`src/rtl/if_pkg.sv`:
```
// Shared constants and FSM state type for the instruction-fetch stage.
package if_pkg;
  localparam int PC_LEN   = 16;
  localparam int INST_LEN = 16;
  localparam logic [INST_LEN-1:0] NOP_INST = 16'h0000;

  typedef enum logic {
    ST_FETCH = 1'b0,
    ST_DRAIN = 1'b1
  } if_state_e;
endpackage

```
`src/rtl/if_fifo.sv`:
```
// Prefetch buffer: circular FIFO with push, pop, synchronous clear, count and head.
// A push into a full FIFO is accepted only when a pop happens in the same cycle.
module if_fifo #(
  parameter int DEPTH = 2,
  parameter int WIDTH = 32,
  localparam int CW = $clog2(DEPTH + 1)
) (
  input  logic             clk,
  input  logic             rst_n,
  input  logic             i_push,
  input  logic             i_pop,
  input  logic             i_clear,
  input  logic [WIDTH-1:0] i_data,
  output logic [WIDTH-1:0] o_head,
  output logic [CW-1:0]    o_count,
  output logic             o_empty
);
  localparam int PW = (DEPTH > 1) ? $clog2(DEPTH) : 1;

  logic [WIDTH-1:0] r_mem [DEPTH];
  logic [PW-1:0]    r_rd_ptr;
  logic [PW-1:0]    r_wr_ptr;
  logic [CW-1:0]    r_count;
  logic             w_full;
  logic             w_do_push;
  logic             w_do_pop;

  function automatic logic [PW-1:0] ptr_inc(input logic [PW-1:0] p);
    return (p == PW'(DEPTH - 1)) ? '0 : p + PW'(1);
  endfunction

  assign o_empty   = (r_count == '0);
  assign w_full    = (r_count == CW'(DEPTH));
  assign w_do_pop  = i_pop && !o_empty;
  assign w_do_push = i_push && (!w_full || w_do_pop);
  assign o_head    = r_mem[r_rd_ptr];
  assign o_count   = r_count;

  always_ff @(posedge clk) begin
    if (w_do_push && !i_clear) r_mem[r_wr_ptr] <= i_data;
  end

  always_ff @(posedge clk or negedge rst_n) begin
    if (!rst_n) begin
      r_rd_ptr <= '0;
      r_wr_ptr <= '0;
      r_count  <= '0;
    end else if (i_clear) begin
      r_rd_ptr <= '0;
      r_wr_ptr <= '0;
      r_count  <= '0;
    end else begin
      if (w_do_push) r_wr_ptr <= ptr_inc(r_wr_ptr);
      if (w_do_pop)  r_rd_ptr <= ptr_inc(r_rd_ptr);
      unique case ({w_do_push, w_do_pop})
        2'b10:   r_count <= r_count + CW'(1);
        2'b01:   r_count <= r_count - CW'(1);
        default: r_count <= r_count;
      endcase
    end
  end
endmodule

```
`src/rtl/if_stage.sv`:
```
// Instruction-fetch stage: credit-limited prefetch into if_fifo, branch redirect with DRAIN.
// Optional macro IF_PERF_CNT_EN adds the saturating perf_bubble_cnt output.
module if_stage
  import if_pkg::*;
#(
  parameter logic [PC_LEN-1:0] RESET_PC   = 16'h0000,
  parameter int                FIFO_DEPTH = 2
) (
  input  logic                clk,
  input  logic                rst_n,
  input  logic                hazard_detected,
  input  logic                br_taken,
  input  logic [PC_LEN-1:0]   br_addr,
  output logic                imem_req_valid,
  input  logic                imem_req_ready,
  output logic [PC_LEN-1:0]   imem_addr,
  input  logic                imem_rsp_valid,
  input  logic [INST_LEN-1:0] imem_rsp_data,
  output logic [INST_LEN-1:0] instruction,
  output logic [PC_LEN-1:0]   pc_out,
  output logic                inst_valid,
  output logic                o_dbg_state
`ifdef IF_PERF_CNT_EN
  ,
  output logic [15:0]         perf_bubble_cnt
`endif
);
  localparam int CW = $clog2(FIFO_DEPTH + 1);
  localparam int EW = PC_LEN + INST_LEN;

  // Handshake: a request transfers on a cycle where imem_req_valid && imem_req_ready;
  // responses come back in order with no backpressure, one per imem_rsp_valid cycle.

  if_state_e         r_state;
  if_state_e         w_next_state;
  logic [PC_LEN-1:0] r_fetch_pc;
  logic [PC_LEN-1:0] r_rsp_pc;
  logic [CW-1:0]     r_in_flight;
  logic [CW-1:0]     w_in_flight_next;
  logic [CW-1:0]     w_fifo_count;
  logic [EW-1:0]     w_fifo_head;
  logic              w_fifo_empty;
  logic              w_credit_ok;
  logic              w_req_fire;
  logic              w_rsp_acc;
  logic              w_push;
  logic              w_pop;

  assign w_credit_ok    = (32'(r_in_flight) + 32'(w_fifo_count)) < 32'(FIFO_DEPTH);
  // Gated by rst_n so the request channel is idle while reset is asserted.
  assign imem_req_valid = rst_n && (r_state == ST_FETCH) && w_credit_ok;
  assign imem_addr      = r_fetch_pc;
  assign w_req_fire     = imem_req_valid && imem_req_ready;
  // With nothing in flight a response cannot be legitimate (e.g. right after reset).
  assign w_rsp_acc      = imem_rsp_valid && (r_in_flight != '0);
  assign w_push         = w_rsp_acc && (r_state == ST_FETCH) && !br_taken;
  assign w_pop          = !w_fifo_empty && !hazard_detected && !br_taken;

  if_fifo #(
    .DEPTH (FIFO_DEPTH),
    .WIDTH (EW)
  ) u_fifo (
    .clk     (clk),
    .rst_n   (rst_n),
    .i_push  (w_push),
    .i_pop   (w_pop),
    .i_clear (br_taken),
    .i_data  ({r_rsp_pc, imem_rsp_data}),
    .o_head  (w_fifo_head),
    .o_count (w_fifo_count),
    .o_empty (w_fifo_empty)
  );

  assign inst_valid  = !w_fifo_empty;
  assign instruction = w_fifo_empty ? NOP_INST : w_fifo_head[INST_LEN-1:0];
  assign pc_out      = w_fifo_empty ? '0 : w_fifo_head[EW-1:INST_LEN];
  assign o_dbg_state = r_state;

  always_comb begin
    w_next_state     = r_state;
    w_in_flight_next = r_in_flight + CW'(w_req_fire) - CW'(w_rsp_acc);
    if (br_taken) begin
      w_next_state = (w_in_flight_next != '0) ? ST_DRAIN : ST_FETCH;
    end else begin
      unique case (r_state)
        ST_FETCH: w_next_state = ST_FETCH;
        ST_DRAIN: w_next_state = (w_in_flight_next == '0) ? ST_FETCH : ST_DRAIN;
        default:  w_next_state = ST_FETCH;
      endcase
    end
  end

  always_ff @(posedge clk or negedge rst_n) begin
    if (!rst_n) r_state <= ST_FETCH;
    else        r_state <= w_next_state;
  end

  // r_rsp_pc is the PC of the oldest in-flight request, valid because responses are in order.
  always_ff @(posedge clk or negedge rst_n) begin
    if (!rst_n) begin
      r_fetch_pc  <= RESET_PC;
      r_rsp_pc    <= RESET_PC;
      r_in_flight <= '0;
    end else begin
      r_in_flight <= w_in_flight_next;
      if (br_taken) begin
        r_fetch_pc <= br_addr;
        r_rsp_pc   <= br_addr;
      end else begin
        if (w_req_fire) r_fetch_pc <= r_fetch_pc + PC_LEN'(1);
        if (w_push)     r_rsp_pc   <= r_rsp_pc + PC_LEN'(1);
      end
    end
  end

`ifdef IF_PERF_CNT_EN
  logic [15:0] r_bubble_cnt;

  always_ff @(posedge clk or negedge rst_n) begin
    if (!rst_n) begin
      r_bubble_cnt <= '0;
    end else if (!inst_valid && !hazard_detected && (r_bubble_cnt != 16'hFFFF)) begin
      r_bubble_cnt <= r_bubble_cnt + 16'd1;
    end
  end

  assign perf_bubble_cnt = r_bubble_cnt;
`endif
endmodule

```
`config.mk`:
```
export PLATFORM = sky130hd
export DESIGN_NAME = if_stage
export DESIGN_NICKNAME = d
export VERILOG_FILES = /design/src/rtl/if_pkg.sv /design/src/rtl/if_fifo.sv /design/src/rtl/if_stage.sv
export SDC_FILE = /design/constraint.sdc
export NUM_CORES = 1
export LEC_CHECK = 0
export ABC_AREA = 0
export CORE_UTILIZATION = 45
export DETAILED_ROUTE_END_ITERATION = 8
export PLACE_DENSITY_LB_ADDON = 0.08
export SLEW_MARGIN = 20
export SYNTH_ARGS = -nofsm -noshare
export SYNTH_HDL_FRONTEND = slang
export SYNTH_SLANG_ARGS = --single-unit
```
`constraint.sdc`:
```
create_clock -name clk -period 7.55 [get_ports clk]
set_input_delay 1.51 -clock clk [delete_from_list [all_inputs] [get_ports clk]]
set_output_delay 1.51 -clock clk [all_outputs]
set_load 0.02 [all_outputs]
```
==> results by group, run 1 <==
Power and ir drop
  • Power density cells: 246 nW/um^2
  • Peak supply drop: 125 uV
  • Tot Pwr: 1.44 mW
  • Sw Ratio: 31.3%
  • Flop pwr share: 50.9%
  • Leakage power: 2.08 nW
  • Clock Power Share: 24.7%
  • Internal power: 991 uW
  • Gate power share: 24.3%
  • P_sw: 451 uW

Cells and area
  • Final nets: 496
  • Core Util, Final: 59.4%
  • Fillers: 824
  • Commonest cells after routing, fill and taps aside: clkdlybuf4s50_1, edfxtp_1, nor2_1
  • Final Non-Filler Cells: 591
  • N_diodes: 0
  • Most common cell after layout, fill and taps aside: clkdlybuf4s50_1
  • Register area: 2900 sq um
  • Share of layout cells above drive strength 1: 7.86%
  • Multi-input gate area: 1620 sq um
  • Area grow syn2layout: 26.6%

Synth
  • Ys flop type: edfxtp_1
  • Syn Inst Count: 365
  • Seq cells post-synth: 103
  • Synth Area in Adders: 1.51%
  • Synthesized-area fraction occupied by and/or/nand/nor cells: 13.0%
  • Avg Cell Area, Syn: 12.7 sq um
  • Post-synth top area cell: edfxtp_1
  • Synth cell types: 37
  • Ys async rst share: 37.9%
  • Sequential share of the synthesized area: 62.6%
  • Area fraction of the dominant cell type after synthesis: 41.5%
  • Syn_nets: 408
  • Synth Area in Compound Gates: 6.32%
  • Ys Warns: 0
  • Largest cells by area after synthesis: edfxtp_1, dfrtp_1, mux2i_1
  • Post-synth EDFFs: 64
  • Synthesized area: 4630 sq um
  • Combinational family with the most area after synthesis: simple AND/OR/NAND/NOR gates
  • Mux cell area share after synthesis: 10.4%
  • Synth Area in XOR/XNOR: 3.59%

Clocking
  • CTS Buf Count: 9
  • Clk_lat worst skew: 0.38 ns
  • Hold Buf Count CTS: 0
  • Clock transition at path regs: 0.10 ns
  • Sink Count: 103
  • Post-cts repair resize count: 0
  • CTS tree: built
  • CTS H-tree lvls: 3
  • Clock Path Buffers: 2
  • Clock root cell: clkbuf_8
  • Post-CTS Setup Bufs: 0

Timing
  • Post-route minimum period: 5.10 ns
  • Final Setup Violations: 0
  • Final Hold Viols: 0
  • RSZ-0062 raised after global routing: no
  • Fmax: 0.196 GHz
  • Clock skew: 0.0135 ns
  • Period utilization: 67.5%
  • Slew @ Worst Pin: 1.00 ns
  • Max-slew violations: 0
  • Slew margin rel.: 32.8%
  • Setup TNS: 0 ns

Placement
  • Port bufs: 88
  • Routability cong.: 0.834
  • DP HPWL: 5890 um
  • Placed Instances: 575

Setup path
  • Crit end category: primary output
  • RR Endpoint: o_dbg_state
  • R2r startpoint: u_fifo.o_count[0]
  • Worst R2R Setup Slack: 4.48 ns
  • Top delay family on crit path: buffers and inverters
  • CP peak stage delay: 0.68 ns
  • Setup Crit Path Kind: input port to primary output
  • Reg2reg path depth: 12
  • Arr. time, crit path: 3.59 ns
  • Worst EP required: 6.04 ns
  • CP max-delay cell: buf_2
  • CP max FO: 40
  • CP bufs+invs: 3
  • Critical Path, Cell by Cell: buf_2 > or4b_4 > inv_1 > clkdlybuf4s50_1
  • Nature of the critical path startpoint: input port
  • Start point of the critical path: rst_n

Floorplan
  • Die H: 103 um
  • Die area: 10700 sq um
  • Die Wd: 103 um
  • Initial Util: 46.9%
  • Top-Level Pins: 89
  • Area of the core: 9860 sq um
  • Row count: 36

Global route
  • Grt ovf: 0
  • Largest net degree at the start of global routing: 41
  • Initial antenna violation count: 0
  • First-pass GRT wire length: 14000 um
  • Vias in the first global route: 3000
  • Gr usage total: 17.6%

Drt
  • Vias: 3183
  • Vias per cell: 5.39
  • Wire length per cell: 15.4 um
  • Detail Route Antenna Nets: 0
  • DR DRC count: 0
  • Final WL: 9120 um
  • 1st-iter DRT viols: 183
  • Drt first pass iters: 4

Min path
  • Worst Hold End: u_fifo.r_mem[0][31]
  • Hold WC Path Type: register to register
  • Hold path depth: 0
  • Hold path start: r_rsp_pc[15]

Outcome
  • Status: completed

Flow run
  • MaxCap Viol Count: 0
-- sequential cells by signal, indices dropped and copies added, names as in the netlist --
register	cells
u_fifo.o_count	2
o_dbg_state	1
r_rsp_pc	16
u_fifo.r_rd_ptr	1
imem_addr	16
u_fifo.r_wr_ptr	1
r_in_flight	2
u_fifo.r_mem	64
-- layout make-up --
cell class | instances | area share, %
tap | 133 | 2.84
inverter | 17 | 1.09
multi-input combinational | 230 | 27.6
sequential | 103 | 49.5
clock inverter | 7 | 1.39
clock buffer | 9 | 2.11
timing repair buffer | 92 | 15.5
-- worst reg2reg max path, stage by stage (launching register included) --
cell and delay (ns):
dfrtp_1 0.48, and2_1 0.21, fa_1 0.44, or4b_4 0.61
inv_1 0.13, nand2_1 0.13, ha_1 0.30, inv_1 0.03
ha_1 0.17, xnor2_1 0.17, xnor2_1 0.16, nor2_1 0.06
a21oi_1 0.10
-- worst max path at each step --
stage	to	slack [ns]	depth (start not counted)
global route	imem_req_valid	2.25	4
detailed placement	imem_req_valid	2.40	4
finish	imem_req_valid	2.45	4
floorplan	u_fifo.r_mem[0][0]	2.60	3
CTS	imem_req_valid	2.39	4
global placement	imem_req_valid	2.40	4
-- cells in the mapped netlist (6+ instances only) --
cell type,n
a21oi_1,12
dfrtp_1,39
mux2_2,10
a31oi_1,7
and3_1,7
and4_1,10
xnor2_1,13
nor2_1,46
nand3_1,7
nand4_1,6
o31a_1,6
clkbuf_1,15
xor2_1,6
nor4_1,8
o21ai_0,6
nand2_1,8
nor3_1,9
edfxtp_1,64
inv_1,17
mux2i_1,37
-- cell families (layout without fill, tap and decap cells) --
family / after synthesis / in the layout
AO/OA/AOI/OAI: 45 / 45
flip-flops: 103 / 103
XOR/XNOR: 19 / 19
AND/OR/NAND/NOR: 114 / 114
adder cells (fa/ha/maj): 5 / 5
buffers and inverters: 32 / 125
multiplexers: 47 / 47
-- power groups by stage --
stage | clock (mW) | combinational, mW | sequential (mW)
2_1_floorplan | 0 | 0.216 | 0.731
3_3_place_gp | 0 | 0.346 | 0.744
3_5_place_dp | 0 | 0.352 | 0.746
4_1_cts | 0.363 | 0.355 | 0.735
5_1_grt | 0.386 | 0.386 | 0.744
6_report | 0.357 | 0.351 | 0.735
-- per-stage QoR --
stage | area [sq um] | hold WS (ns) | setup WS [ns]
after floorplan | 4630 | 0.442 | 2.60
after global placement | 5660 | 0.476 | 2.40
after detailed placement | 5660 | 0.488 | 2.40
after CTS | 5860 | 0.518 | 2.39
after global routing | 5860 | 0.537 | 2.25
final | 5860 | 0.499 | 2.45
-- per-layer routing --
| metal | track usage (%) | routed length [um] | vias up |
|---|---|---|---|
| met2 | 29.0 | 4260 | 95 |
| li1 | - | - | 1523 |
| met1 | 22.7 | 4250 | 1555 |
| met5 | 0 | 0 | - |
| met4 | 7.15 | 114 | 0 |
| met3 | 3.90 | 493 | 10 |
Power figures use the tool's default switching activity.
==> run 2: changes to the inputs <==
- clock period: 7.55 -> 4.5 ns (I/O delays scaled with it)
==> run 2 against run 1 <==
  * Via count shrank 1.4%
  * Final cell count increased by 0.34%
  * Register-to-register slack got worse by 3.0 ns
  * First-iteration DRC count fell by 33%
  * Utilization decreased by 0.13 points
  * Sequential cell count stayed put
  * Count of clock-buffer cells in the layout is the same
  * Global-route usage grew 0.24 points
  * Sequential power grew 67%
  * Hold slack better by 0.030 ns
  * Sequential share of layout area rose by 0.11 points
  * Largest cell class unchanged
==> results by group, run 2 (synthesis gave the netlist of run 1 again) <==
Min path
  • Hold path start: r_rsp_pc[15]
  • Hold path depth: 0 (unchanged)
  • Hold WC Path Type: register to register
  • Worst Hold End: u_fifo.r_mem[1][31]

Cells and area
  • Area grow syn2layout: 26.3%
  • Fillers: 816 (-0.97%)
  • Most common cell after layout, fill and taps aside: clkdlybuf4s50_1
  • Final nets: 498 (+0.40%)
  • N_diodes: 0 (unchanged)
  • Share of layout cells above drive strength 1: 8.26% (+0.40 points)
  • Flip-flop count of the largest register after layout: 64 (unchanged)
  • Top reg by flops: u_fifo.r_mem
  • Core Util, Final: 59.3% (-0.13 points)
  • Final Cell Area: 5850 sq um (-0.21%)
  • Commonest cells after routing, fill and taps aside: clkdlybuf4s50_1, edfxtp_1, nor2_1

Global route
  • First-pass GRT wire length: 14500 um (+3.4%)
  • Largest net degree at the start of global routing: 40 (-2.4%)
  • Gr usage total: 17.9% (+0.24 points)
  • Vias in the first global route: 3018 (+0.60%)
  • Initial antenna violation count: 0 (unchanged)
  • Grt ovf: 0 (unchanged)

Clocking
  • Clk_lat worst skew: 0.36 ns (-0.02 ns)
  • Post-cts repair resize count: 0 (unchanged)
  • Sink Count: 103 (unchanged)
  • Clock root cell: clkbuf_8
  • CTS H-tree lvls: 3 (unchanged)
  • CTS Buf Count: 9 (unchanged)
  • CTS tree: built
  • Clock Path Buffers: 2 (unchanged)
  • Hold Buf Count CTS: 0 (unchanged)
  • Post-CTS Setup Bufs: 0 (unchanged)
  • Clock transition at path regs: 0.11 ns (about the same)

Setup path
  • Crit end category: primary output
  • Worst R2R Setup Slack: 1.44 ns (-3.04 ns)
  • Worst EP required: 3.60 ns (-2.44 ns)
  • RR Endpoint: o_dbg_state
  • Setup Crit Path Kind: register to primary output
  • CP max FO: 12 (-70%)
  • R2r startpoint: u_fifo.o_count[0]
  • Arr. time, crit path: 2.85 ns (-0.74 ns)
  • Nature of the critical path startpoint: register
  • Reg2reg path depth: 12 (unchanged)

Power and ir drop
  • Peak supply drop: 226 uV (+80%)
  • P_sw: 744 uW (+65%)
  • Leakage power: 2.08 nW (+0.35%)
  • Power density cells: 402 nW/um^2 (+63%)
  • Sw Ratio: 31.7% (+0.37 points)
  • Internal power: 1.61 mW (+62%)
  • Flop pwr share: 52.5% (+1.6 points)
  • Gate power share: 25.0% (+0.7 points)
  • Clock Power Share: 22.5% (-2.2 points)

Timing
  • Final Setup Violations: 0 (unchanged)
  • Post-route minimum period: 3.75 ns
  • Slew @ Worst Pin: 1.01 ns (+0.00523 ns)
  • Final Hold Viols: 0 (unchanged)
  • Fmax: 0.267 GHz
  • Period utilization: 83.3%
  • RSZ-0062 raised after global routing: no
  • Slew margin rel.: 32.9% (+0.065 points)
  • Clock skew: 0.0203 ns (+0.00678 ns)
  • Max-slew violations: 0 (unchanged)
  • Setup TNS: 0 ns (unchanged)
  • Final setup margin: 0.751 ns (-1.70 ns)

Drt
  • DR DRC count: 0 (unchanged)
  • Drt first pass iters: 4 (unchanged)
  • Detail Route Antenna Nets: 0 (unchanged)
  • Vias: 3140 (-1.4%)
  • Wire length per cell: 15.0 um (-2.7%)
  • Vias per cell: 5.30 (-1.7%)
  • 1st-iter DRT viols: 123 (-33%)
  • Final WL: 8910 um (-2.3%)

Placement
  • Port bufs: 88 (unchanged)
  • Setup slack after placement: 1.18 ns (-1.22 ns)
  • Routability cong.: 0.843 (+1.1%)
  • DP HPWL: 5830 um (-1.0%)
  • Placed Area: 5670 sq um (+0.27%)

Floorplan
  • Die Wd: 103 um (unchanged)
  • Row count: 36 (unchanged)
  • Top-Level Pins: 89 (unchanged)
  • Die area: 10700 sq um (unchanged)
  • Initial Util: 46.9% (unchanged)
  • Die H: 103 um (unchanged)
  • Area of the core: 9860 sq um (unchanged)

Outcome
  • Status: completed

Flow run
  • MaxCap Viol Count: 0 (unchanged)
run 2: cell types whose count changed in the layout (fill, tap and decap cells not counted), sizes merged:
cell / delta
clkinvlp: -1
buf: +2
inv: +2
bufinv: -1
run 2: power by group through the flow:
| stage | sequential, mW | clock, mW | combinational, mW |
|---|---|---|---|
| after floorplan | 1.23 | 0 | 0.362 |
| after global placement | 1.25 | 0 | 0.585 |
| after detailed placement | 1.25 | 0 | 0.592 |
| after CTS | 1.23 | 0.548 | 0.596 |
| after global routing | 1.25 | 0.576 | 0.652 |
| final | 1.23 | 0.529 | 0.587 |
run 2: layout make-up:
type                       instances  area [sq um]  area share (%)
sequential                       103          2900            49.6
multi-input combinational        230          1620            27.7
timing repair buffer              94           921            15.7
tap                              133           166            2.85
clock buffer                       9           124            2.12
inverter                          17          63.8            1.09
clock inverter                     7          53.8           0.920
run 2: critical path, stage by stage, from the launching register on:
cell and delay (ns):
dfrtp_1 0.48, and2_1 0.21, fa_1 0.43, or4b_4 0.61, inv_1 0.13, clkdlybuf4s50_1 0.62
run 2: how the worst max path moves through the flow:
stage / from / to / slack, ns / depth (start not counted)
6_report: u_fifo.o_count[0] / imem_req_valid / 0.75 / 5
5_1_grt: u_fifo.o_count[0] / imem_req_valid / 0.67 / 5
4_1_cts: u_fifo.o_count[0] / imem_req_valid / 0.75 / 5
3_5_place_dp: u_fifo.o_count[0] / imem_req_valid / 1.18 / 5
3_3_place_gp: u_fifo.o_count[0] / imem_req_valid / 1.19 / 5
2_1_floorplan: imem_rsp_valid / u_fifo.r_mem[0][0] / 0.16 / 3
run 2: per-layer routing:
metal | vias to the layer above | routed length, um | GRT usage, %
li1 | 1536 | - | -
met1 | 1488 | 4380 | 24.3
met2 | 105 | 3980 | 28.8
met3 | 11 | 432 | 2.96
met4 | 0 | 115 | 6.93
met5 | - | 0 | 0
run 2: through the flow:
stage,total power [mW],std cells,hold WS [ns]
final,2.35,593,0.528
after global routing,2.48,593,0.553
after CTS,2.38,593,0.529
after detailed placement,1.85,577,0.501
after global placement,1.83,577,0.483
after floorplan,1.59,365,0.442
